## config.mk

```make
export PLATFORM = sky130hd
export DESIGN_NAME = sprite_motion_ctrl
export DESIGN_NICKNAME = d
export VERILOG_FILES = /design/src/rtl/sprite_motion_ctrl.sv
export SDC_FILE = /design/constraint.sdc
export NUM_CORES = 1
export LEC_CHECK = 0
export CORE_UTILIZATION = 55
export DETAILED_ROUTE_END_ITERATION = 8
export PLACE_DENSITY = 0.79
export SLEW_MARGIN = 20
export SYNTH_ARGS = -nofsm -noshare
export SYNTH_HDL_FRONTEND = slang
export SYNTH_SLANG_ARGS = --single-unit
```

## constraint.sdc

```tcl
create_clock -name clk -period 5.2 [get_ports clk]
set_clock_uncertainty 0.15 [all_clocks]
set_input_delay 0.52 -clock clk [delete_from_list [all_inputs] [get_ports clk]]
set_output_delay 0.52 -clock clk [all_outputs]
set_load 0.005 [all_outputs]
```

## src/rtl/sprite_motion_ctrl.sv

```systemverilog
// sprite_motion_ctrl: tick-paced accelerating sprite mover with bounds clamp (define SPRITE_WRAP_EN for toroidal wrap)
module sprite_motion_ctrl #(
  parameter int XW = 11,
  parameter int YW = 10,
  parameter int SCREEN_W = 1280,
  parameter int SCREEN_H = 800,
  parameter int SPR_W = 140,
  parameter int SPR_H = 100,
  parameter int INIT_X = 520,
  parameter int INIT_Y = 300,
  parameter int TICK_DIV = 524288,
  parameter int STEP_MIN = 1,
  parameter int STEP_MAX = 8,
  parameter int ACCEL_TICKS = 16
) (
  input  logic          clk,
  input  logic          rst,
  input  logic          in_up,
  input  logic          in_down,
  input  logic          in_left,
  input  logic          in_right,
  output logic [XW-1:0] pos_x,
  output logic [YW-1:0] pos_y,
  output logic          tick,
  output logic          moving,
  output logic [3:0]    at_edge
);
  localparam int XMAX = SCREEN_W - SPR_W;
  localparam int YMAX = SCREEN_H - SPR_H;
  localparam int CW = $clog2(TICK_DIV);
  localparam int SW = $clog2(STEP_MAX + 1);
  localparam int HW = $clog2(ACCEL_TICKS + 1);
  localparam logic [3:0] EDGE0 = {INIT_Y == 0, INIT_Y == YMAX, INIT_X == 0, INIT_X == XMAX};
  typedef enum logic [1:0] {IDLE, ACCEL, CRUISE} state_t;
  state_t state, state_n;
  logic [CW-1:0] cnt;
  logic [SW-1:0] step, step_n, mv;
  logic [HW-1:0] hold, hold_n;
  logic upd, active, x_neg, x_over, y_neg, y_over;
  logic signed [1:0] dx, dy;
  logic [XW+1:0] sx, cx, x_lo, x_hi;
  logic [YW+1:0] sy, cy, y_lo, y_hi;
  logic [XW-1:0] nx;
  logic [YW-1:0] ny;
  assign upd = cnt == CW'(TICK_DIV - 1);
  assign dx = $signed({1'b0, in_right}) - $signed({1'b0, in_left});
  assign dy = $signed({1'b0, in_down}) - $signed({1'b0, in_up});
  assign active = (dx != 2'sd0) || (dy != 2'sd0);
  // While accelerating, the move on a step-increment tick already uses the incremented step
  always_comb begin
    state_n = state;
    step_n = step;
    hold_n = hold;
    mv = '0;
    if (!active) begin
      state_n = IDLE;
      step_n = SW'(STEP_MIN);
      hold_n = '0;
    end else if (state == IDLE) begin
      mv = SW'(STEP_MIN);
      hold_n = '0;
      state_n = (STEP_MIN == STEP_MAX) ? CRUISE : ACCEL;
    end else if (state == ACCEL) begin
      if (hold == HW'(ACCEL_TICKS - 1)) begin
        step_n = step + 1'b1;
        hold_n = '0;
        state_n = (step_n == SW'(STEP_MAX)) ? CRUISE : ACCEL;
      end else begin
        hold_n = hold + 1'b1;
      end
      mv = step_n;
    end else begin
      mv = SW'(STEP_MAX);
    end
  end
  always_comb begin
    sx = (XW+2)'(mv);
    sy = (YW+2)'(mv);
    cx = {2'b00, pos_x} + (dx == 2'sd1 ? sx : dx == -2'sd1 ? -sx : '0);
    cy = {2'b00, pos_y} + (dy == 2'sd1 ? sy : dy == -2'sd1 ? -sy : '0);
    x_neg = cx[XW+1];
    y_neg = cy[YW+1];
    x_over = !x_neg && cx[XW:0] > (XW+1)'(XMAX);
    y_over = !y_neg && cy[YW:0] > (YW+1)'(YMAX);
`ifdef SPRITE_WRAP_EN
    x_lo = cx + (XW+2)'(XMAX + 1);
    x_hi = cx - (XW+2)'(XMAX + 1);
    y_lo = cy + (YW+2)'(YMAX + 1);
    y_hi = cy - (YW+2)'(YMAX + 1);
`else
    x_lo = '0;
    x_hi = (XW+2)'(XMAX);
    y_lo = '0;
    y_hi = (YW+2)'(YMAX);
`endif
    nx = x_neg ? x_lo[XW-1:0] : x_over ? x_hi[XW-1:0] : cx[XW-1:0];
    ny = y_neg ? y_lo[YW-1:0] : y_over ? y_hi[YW-1:0] : cy[YW-1:0];
  end
  always_ff @(posedge clk) begin
    if (rst) begin
      cnt <= '0;
      tick <= 1'b0;
      state <= IDLE;
      step <= SW'(STEP_MIN);
      hold <= '0;
      pos_x <= XW'(INIT_X);
      pos_y <= YW'(INIT_Y);
      moving <= 1'b0;
      at_edge <= EDGE0;
    end else begin
      cnt <= upd ? '0 : cnt + 1'b1;
      tick <= upd;
      if (upd) begin
        state <= state_n;
        step <= step_n;
        hold <= hold_n;
        pos_x <= nx;
        pos_y <= ny;
        moving <= state_n != IDLE;
        at_edge <= {ny == '0, ny == YW'(YMAX), nx == '0, nx == XW'(XMAX)};
      end
    end
  end
endmodule

```

==> impl_metrics.tcl, run 1 <==
set metrics [dict create \
    outcome "finished, final reports clean" \
    maxSlewHeadroom 0.510 \
    synthTopCellsByArea "dfxtp_1, ha_1, nor2_1, a21oi_1, xnor2_1" \
    critPathSlowestCell "clkdlybuf4s50_1" \
    grt_max_degree 30 \
    path_common_cell "ha_1" \
    synth_compound_area_frac 0.260 \
    avgSynthCellArea_sq_um 8.15 \
    end_kind "flip-flop" \
    clkSlewWorstSetupHoldPaths_ns 0.08 \
    utilization 0.677 \
    tritoncts "yes" \
    required_ns 5.29 \
    numPortBuffers 32 \
    clk_latency_ns 0.35 \
    place.gp.congestion 1.01 \
    place_area_sq_mm 0.00466 \
    place_inst 643 \
    ir_drop_uv 174 \
    grt_pass1_wl_um 16800 \
    tightest_slew_ns 0.733 \
    min_period_ns 5.01 \
    ys_warn_count 0 \
    cts_max_path_buffers 2 \
    max_cap_viol_count 0 \
    htreeDepth 3 \
    critical_path.max_stage_delay_ns 0.51 \
    final_cells 659 \
    hold_viol 0 \
    die_area_sq_mm 0.00787 \
    power_density_mw_per_mm2 222 \
    rr_worst_depth 18 \
    dp_slack_ns -0.226 \
    wl_um 10400 \
    worst-endpoint-arrival_ns 5.10 \
    setup_viol 0 \
    worst_slack_ns 0.192 \
    crit_fanout 8 \
    cp_cell_sequence "clkdlybuf4s50_1 > inv_1 > ha_1 > a21bo_2 > a2111oi_4 > a21o_2 > nor3_1 > ha_1 > a22o_1 > ha_1 > a2111oi_0 > o21ai_1 > a21oi_2 > nor2_1 > a311oi_1 > o22a_2 > o21ai_0 > a22o_1" \
    critical_path_class "input pin to flip-flop" \
    routed_via_density 6.11 \
    ys_seq_elements 57 \
    fill_cells 619 \
    core_area_sq_mm 0.00725 \
    wire_per_inst_um 15.8 \
    clock-sinks 57 \
    syn-num-nets 545 \
    ctsHoldBuffers 0 \
    area_delta_synth_final_pct 18.8 \
    initial_core_util 0.570 \
    synth_area_sq_mm 0.00413 \
    yosysUniqueCellTypes 71 \
    crit_path_start_kind "input pin" \
    drc 0 \
    multi_input_area_sq_mm 0.00287 \
    drive_above_1_share 0.113 \
    synthMuxAreaShare 0.00817 \
    final_cell_area_sq_mm 0.00491 \
    antenna_found_initial 0 \
    rows 31 \
    vias 4028 \
    final-seq-area_sq_mm 0.00114 \
    synth_xor_area_frac 0.0720 \
    die_width_um 88.7 \
    hp-class "flip-flop to flip-flop" \
    dr.pass1.iters 5 \
    antennaDiodeCount 0 \
    synth-main-ff-cell "dfxtp_1" \
    max_freq_mhz 200 \
    p_leak_uw 0.00198 \
    seq_area_frac_synth 0.276 \
    postSynthCellCount 507 \
    synthArstFlopShare 0 \
    grt_usage 0.278 \
    post-route-period-util 0.963 \
    fin_nets 593 \
    min_path_cells 1 \
    hold_ws_ns 0.327 \
    synth_top_area_frac 0.276 \
    grt.overflow.total 0 \
    io-pin-count 33 \
    grt_pass1_vias 3644 \
    die_h_um 88.7 \
    cts_made_buffers 9 \
    synthAdderAreaFrac 0.100 \
    drt_iter0_markers 215 \
    synthSimpleGateAreaFrac 0.247 \
    synth_top_family_by_area "compound AO/OA/AOI/OAI gates" \
    final_antenna_net_count 0 \
    slew_viol_final 0 \
    dp_hpwl_um 7840 \
    path_buf_inv 2 \
    cts-root-buf "clkbuf_8" \
    synth_top_area_cell "dfxtp_1" \
    path_depth 18 \
    cp_top_family "compound AO/OA/AOI/OAI gates" \
    synth_edf_count 0 \
]
[sequential cells by signal, indices dropped and copies added (netlist names)]
name     count
pos_x       11
state        2
moving       1
step         4
pos_y       10
cnt         19
hold         5
tick         1
at_edge      4
[Yosys cell counts (4+ instances only)]
master / count
inv_1: 19
xor2_1: 17
or3_1: 5
nor2b_1: 7
nor3_1: 20
o31ai_1: 4
o21a_1: 9
nand4_1: 6
a211oi_1: 10
nand2_1: 37
nor2_1: 56
o21ai_0: 28
and2_1: 10
xnor2_1: 17
ha_1: 30
nand3_1: 17
clkbuf_1: 11
a21o_1: 9
a22o_1: 10
dfxtp_1: 57
nand2b_1: 5
a21oi_1: 34
and3_1: 9
[metrics by stage]
stage | total power [uW] | TNS, ns
CTS | 1090 | 0
finish | 1090 | 0
detailed placement | 614 | -1.31
floorplan | 565 | 0
global placement | 612 | -0.738
global route | 1130 | -0.00328
[where the power goes]
| group | internal, uW | leakage, uW | switching (uW) |
|---|---|---|---|
| registers | 438 | 0.000460 | 2.37 |
| clock network | 274 | 0.000108 | 205 |
| logic | 71.6 | 0.00142 | 99.7 |
| total | 784 | 0.00198 | 307 |
[kinds of logic (layout without fill, tap and decap cells)]
logic type	after synthesis	after routing
XOR/XNOR	34	34
AND/OR/NAND/NOR	197	197
buffers and inverters	35	88
AO/OA/AOI/OAI	149	149
adder cells (fa/ha/maj)	32	32
multiplexers	3	3
flip-flops	57	57
[layout make-up]
cell class / instances / area share
Timing Repair Buffer: 53 / 0.0973
Tap cell: 99 / 0.0252
Multi-Input combinational cell: 415 / 0.584
Sequential cell: 57 / 0.232
Clock inverter: 7 / 0.0212
Inverter: 19 / 0.0145
Clock buffer: 9 / 0.0252
[path summary, 6_finish.rpt]
| kind | slack, ns | start | endpoint |
|---|---|---|---|
| worst max-delay path | 0.19 | in_left | pos_y[7]$_SDFFE_PP0P_ |
| worst max register to register | 0.24 | hold[0]$_SDFFE_PP0P_ | pos_y[7]$_SDFFE_PP0P_ |
| worst min-delay path | 0.33 | hold[4]$_SDFFE_PP0P_ | hold[4]$_SDFFE_PP0P_ |
| worst min register to register | 0.33 | hold[4]$_SDFFE_PP0P_ | hold[4]$_SDFFE_PP0P_ |
[timing repair]
action / 4_1_cts / 5_1_grt
endpoints found under the setup margin: 0 / 11
hold endpoints to repair: 0 / 0
buffers inserted: 0 / 0
gates resized for setup: 0 / 7
[cell usage in the layout, fill, tap and decap left out, types with 3 or more instances in the layout]
cell             count
a211oi_2             3
ha_1                30
a21oi_1             33
a21o_1               9
a22o_1              10
nand4_1              6
o21ai_1              3
inv_1               19
and3_1               9
o2111ai_1            3
nor2b_1              7
nand2b_1             5
and2_1               9
xor2_1              17
o21ai_0             27
dfxtp_1             57
clkdlybuf4s50_1     32
nand2_1             37
o21a_1               9
a22oi_1              3
nor3_1              19
or3_1                5
a211o_1              3
a211oi_1             8
o211a_1              3
nor4_1               3
nand3_1             17
o31ai_1              4
clkbuf_8             9
buf_4               21
nor2_1              55
nor3b_1              3
xnor2_1             17
[per-layer routing]
layer | track usage | routed length [um] | part of all wire | vias up
li1 | - | - | - | 1974
met1 | 0.346 | 4610 | 0.44 | 1900
met2 | 0.471 | 4910 | 0.47 | 133
met3 | 0.0532 | 655 | 0.063 | 21
met4 | 0.116 | 235 | 0.023 | 0
met5 | 0 | 0 | 0 | -
(Power assumes the default switching activity.)
==> run 2, diff against run 1 <==
- SLEW_MARGIN: 20 -> 10
==> impl_metrics.tcl, run 2 (synthesis gave the netlist of run 1 again) <==
set metrics [dict create \
    outcome "finished, final reports clean" \
    hold_start "hold[4]$_SDFFE_PP0P_" \
    required_ns 5.28 \
    final_antenna_net_count 0 \
    clkSlewWorstSetupHoldPaths_ns 0.08 \
    drt_iter0_markers 225 \
    timing.rr.start "hold[0]$_SDFFE_PP0P_" \
    antenna_found_initial 0 \
    worst_slack_ns 0.197 \
    min_period_ns 5.00 \
    most-common-layout-cells "dfxtp_1, nor2_1, nand2_1, a21oi_1, clkdlybuf4s50_1" \
    tightest_slew_ns 1.18 \
    dp_slack_ns -0.226 \
    drive_above_1_share 0.111 \
    routed_via_density 6.10 \
    end_kind "flip-flop" \
    dr.pass1.iters 5 \
    grt_usage 0.278 \
    die_h_um 88.7 \
    regMostFlops "cnt" \
    grt_pass1_vias 3644 \
    hold_end "hold[4]$_SDFFE_PP0P_" \
    antennaDiodeCount 0 \
    hold_viol 0 \
    max_freq_mhz 200 \
    fin_nets 593 \
    rows 31 \
    post-route-period-util 0.962 \
    cts_max_path_buffers 2 \
    grt.overflow.total 0 \
    ctsHoldBuffers 0 \
    cts_made_buffers 9 \
    wire_per_inst_um 15.7 \
    clock-sinks 57 \
    wl_um 10400 \
    worst-endpoint-arrival_ns 5.09 \
    p_total_uw 1090 \
    initial_core_util 0.570 \
    drc 0 \
    max_cap_viol_count 0 \
    numPortBuffers 32 \
    slew_viol_final 0 \
    r2r_slack_ns 0.25 \
    grt_max_degree 30 \
    critical_path_class "input pin to flip-flop" \
    grt_pass1_wl_um 16800 \
    die_width_um 88.7 \
    layout_commonest_cell "dfxtp_1" \
    ir_drop_uv 174 \
    hold_ws_ns 0.325 \
    die_area_sq_mm 0.00787 \
    rr_worst_depth 18 \
    biggestRegsByFlops "cnt: 19 flops, pos_x: 11 flops, pos_y: 10 flops" \
    io-pin-count 33 \
    place.gp.congestion 1.01 \
    min_path_cells 1 \
    p_leak_uw 0.00198 \
    place_area_sq_mm 0.00466 \
    largest_register_ff_count 19 \
    setup_viol 0 \
    final_cell_area_sq_mm 0.00491 \
    core_area_sq_mm 0.00725 \
    maxSlewHeadroom 0.212 \
    htreeDepth 3 \
    power_density_mw_per_mm2 222 \
    hp-class "flip-flop to flip-flop" \
    clk_latency_ns 0.34 \
    crit_path_start_kind "input pin" \
    vias 4023 \
    tritoncts "yes" \
    r2r-end "pos_y[7]$_SDFFE_PP0P_" \
    cts-root-buf "clkbuf_8" \
    crit_fanout 8 \
    area_delta_synth_final_pct 18.7 \
    totalNegativeSetupSlack_ns 0 \
    dp_hpwl_um 7840 \
]
-- run 2: timing repair --
| action | in CTS | in global routing |
|---|---|---|
| gates resized for setup | 0 | 7 |
| buffers inserted | 0 | 0 |
| setup endpoints to repair | 0 | 11 |
| hold endpoints to repair | 0 | 0 |
-- run 2: stage by stage --
stage               utilization  instances
floorplan                     -        507
global placement          0.642        643
detailed placement        0.642        643
CTS                       0.674        659
global route              0.677        659
finish                    0.677        659
-- run 2: layer usage --
layer,global-route usage,part of all wire,vias up,wire [um]
met5,0,0,-,0
met4,0.116,0.024,0,253
met3,0.0532,0.061,24,632
met2,0.471,0.47,130,4880
met1,0.346,0.44,1895,4610
li1,-,-,1974,-
-- run 2: report_power, final --
group	switching [uW]	total (uW)	internal (uW)	leakage, uW
Sequential	2.37	441	438	0.000460
Combinational	99.4	171	71.4	0.00142
Clock	204	478	274	0.000108
Total	306	1090	784	0.00198
-- run 2: layout make-up --
class / count / area, sq um
Fill cell: 620 / 2350
Sequential cell: 57 / 1140
Clock inverter: 7 / 104
Clock buffer: 9 / 124
Tap cell: 99 / 124
Inverter: 19 / 71.3
Multi-Input combinational cell: 415 / 2870
Timing Repair Buffer: 53 / 478
-- run 2: worst max path at each step --
stage / from / endpoint / cells past startpoint
after floorplan: in_up / pos_x[4]$_SDFFE_PP0P_ / 17
after global placement: in_up / pos_y[7]$_SDFFE_PP0P_ / 18
after detailed placement: in_up / pos_y[7]$_SDFFE_PP0P_ / 18
after CTS: in_up / pos_y[7]$_SDFFE_PP0P_ / 18
after global routing: in_left / pos_y[7]$_SDFFE_PP0P_ / 18
final: in_left / pos_y[7]$_SDFFE_PP0P_ / 18
-- run 2: worst max-delay path, stage by stage --
cell             delay, ns
clkdlybuf4s50_1       0.51
inv_1                 0.06
ha_1                  0.32
a21bo_2               0.26
a2111oi_4             0.37
a21o_2                0.22
nor3_1                0.07
ha_1                  0.28
a22o_1                0.22
ha_1                  0.35
o21ai_0               0.18
o21ai_1               0.27
and3_1                0.25
nor2_1                0.09
a311oi_1              0.43
o22a_2                0.35
o21ai_0               0.13
a22o_1                0.21
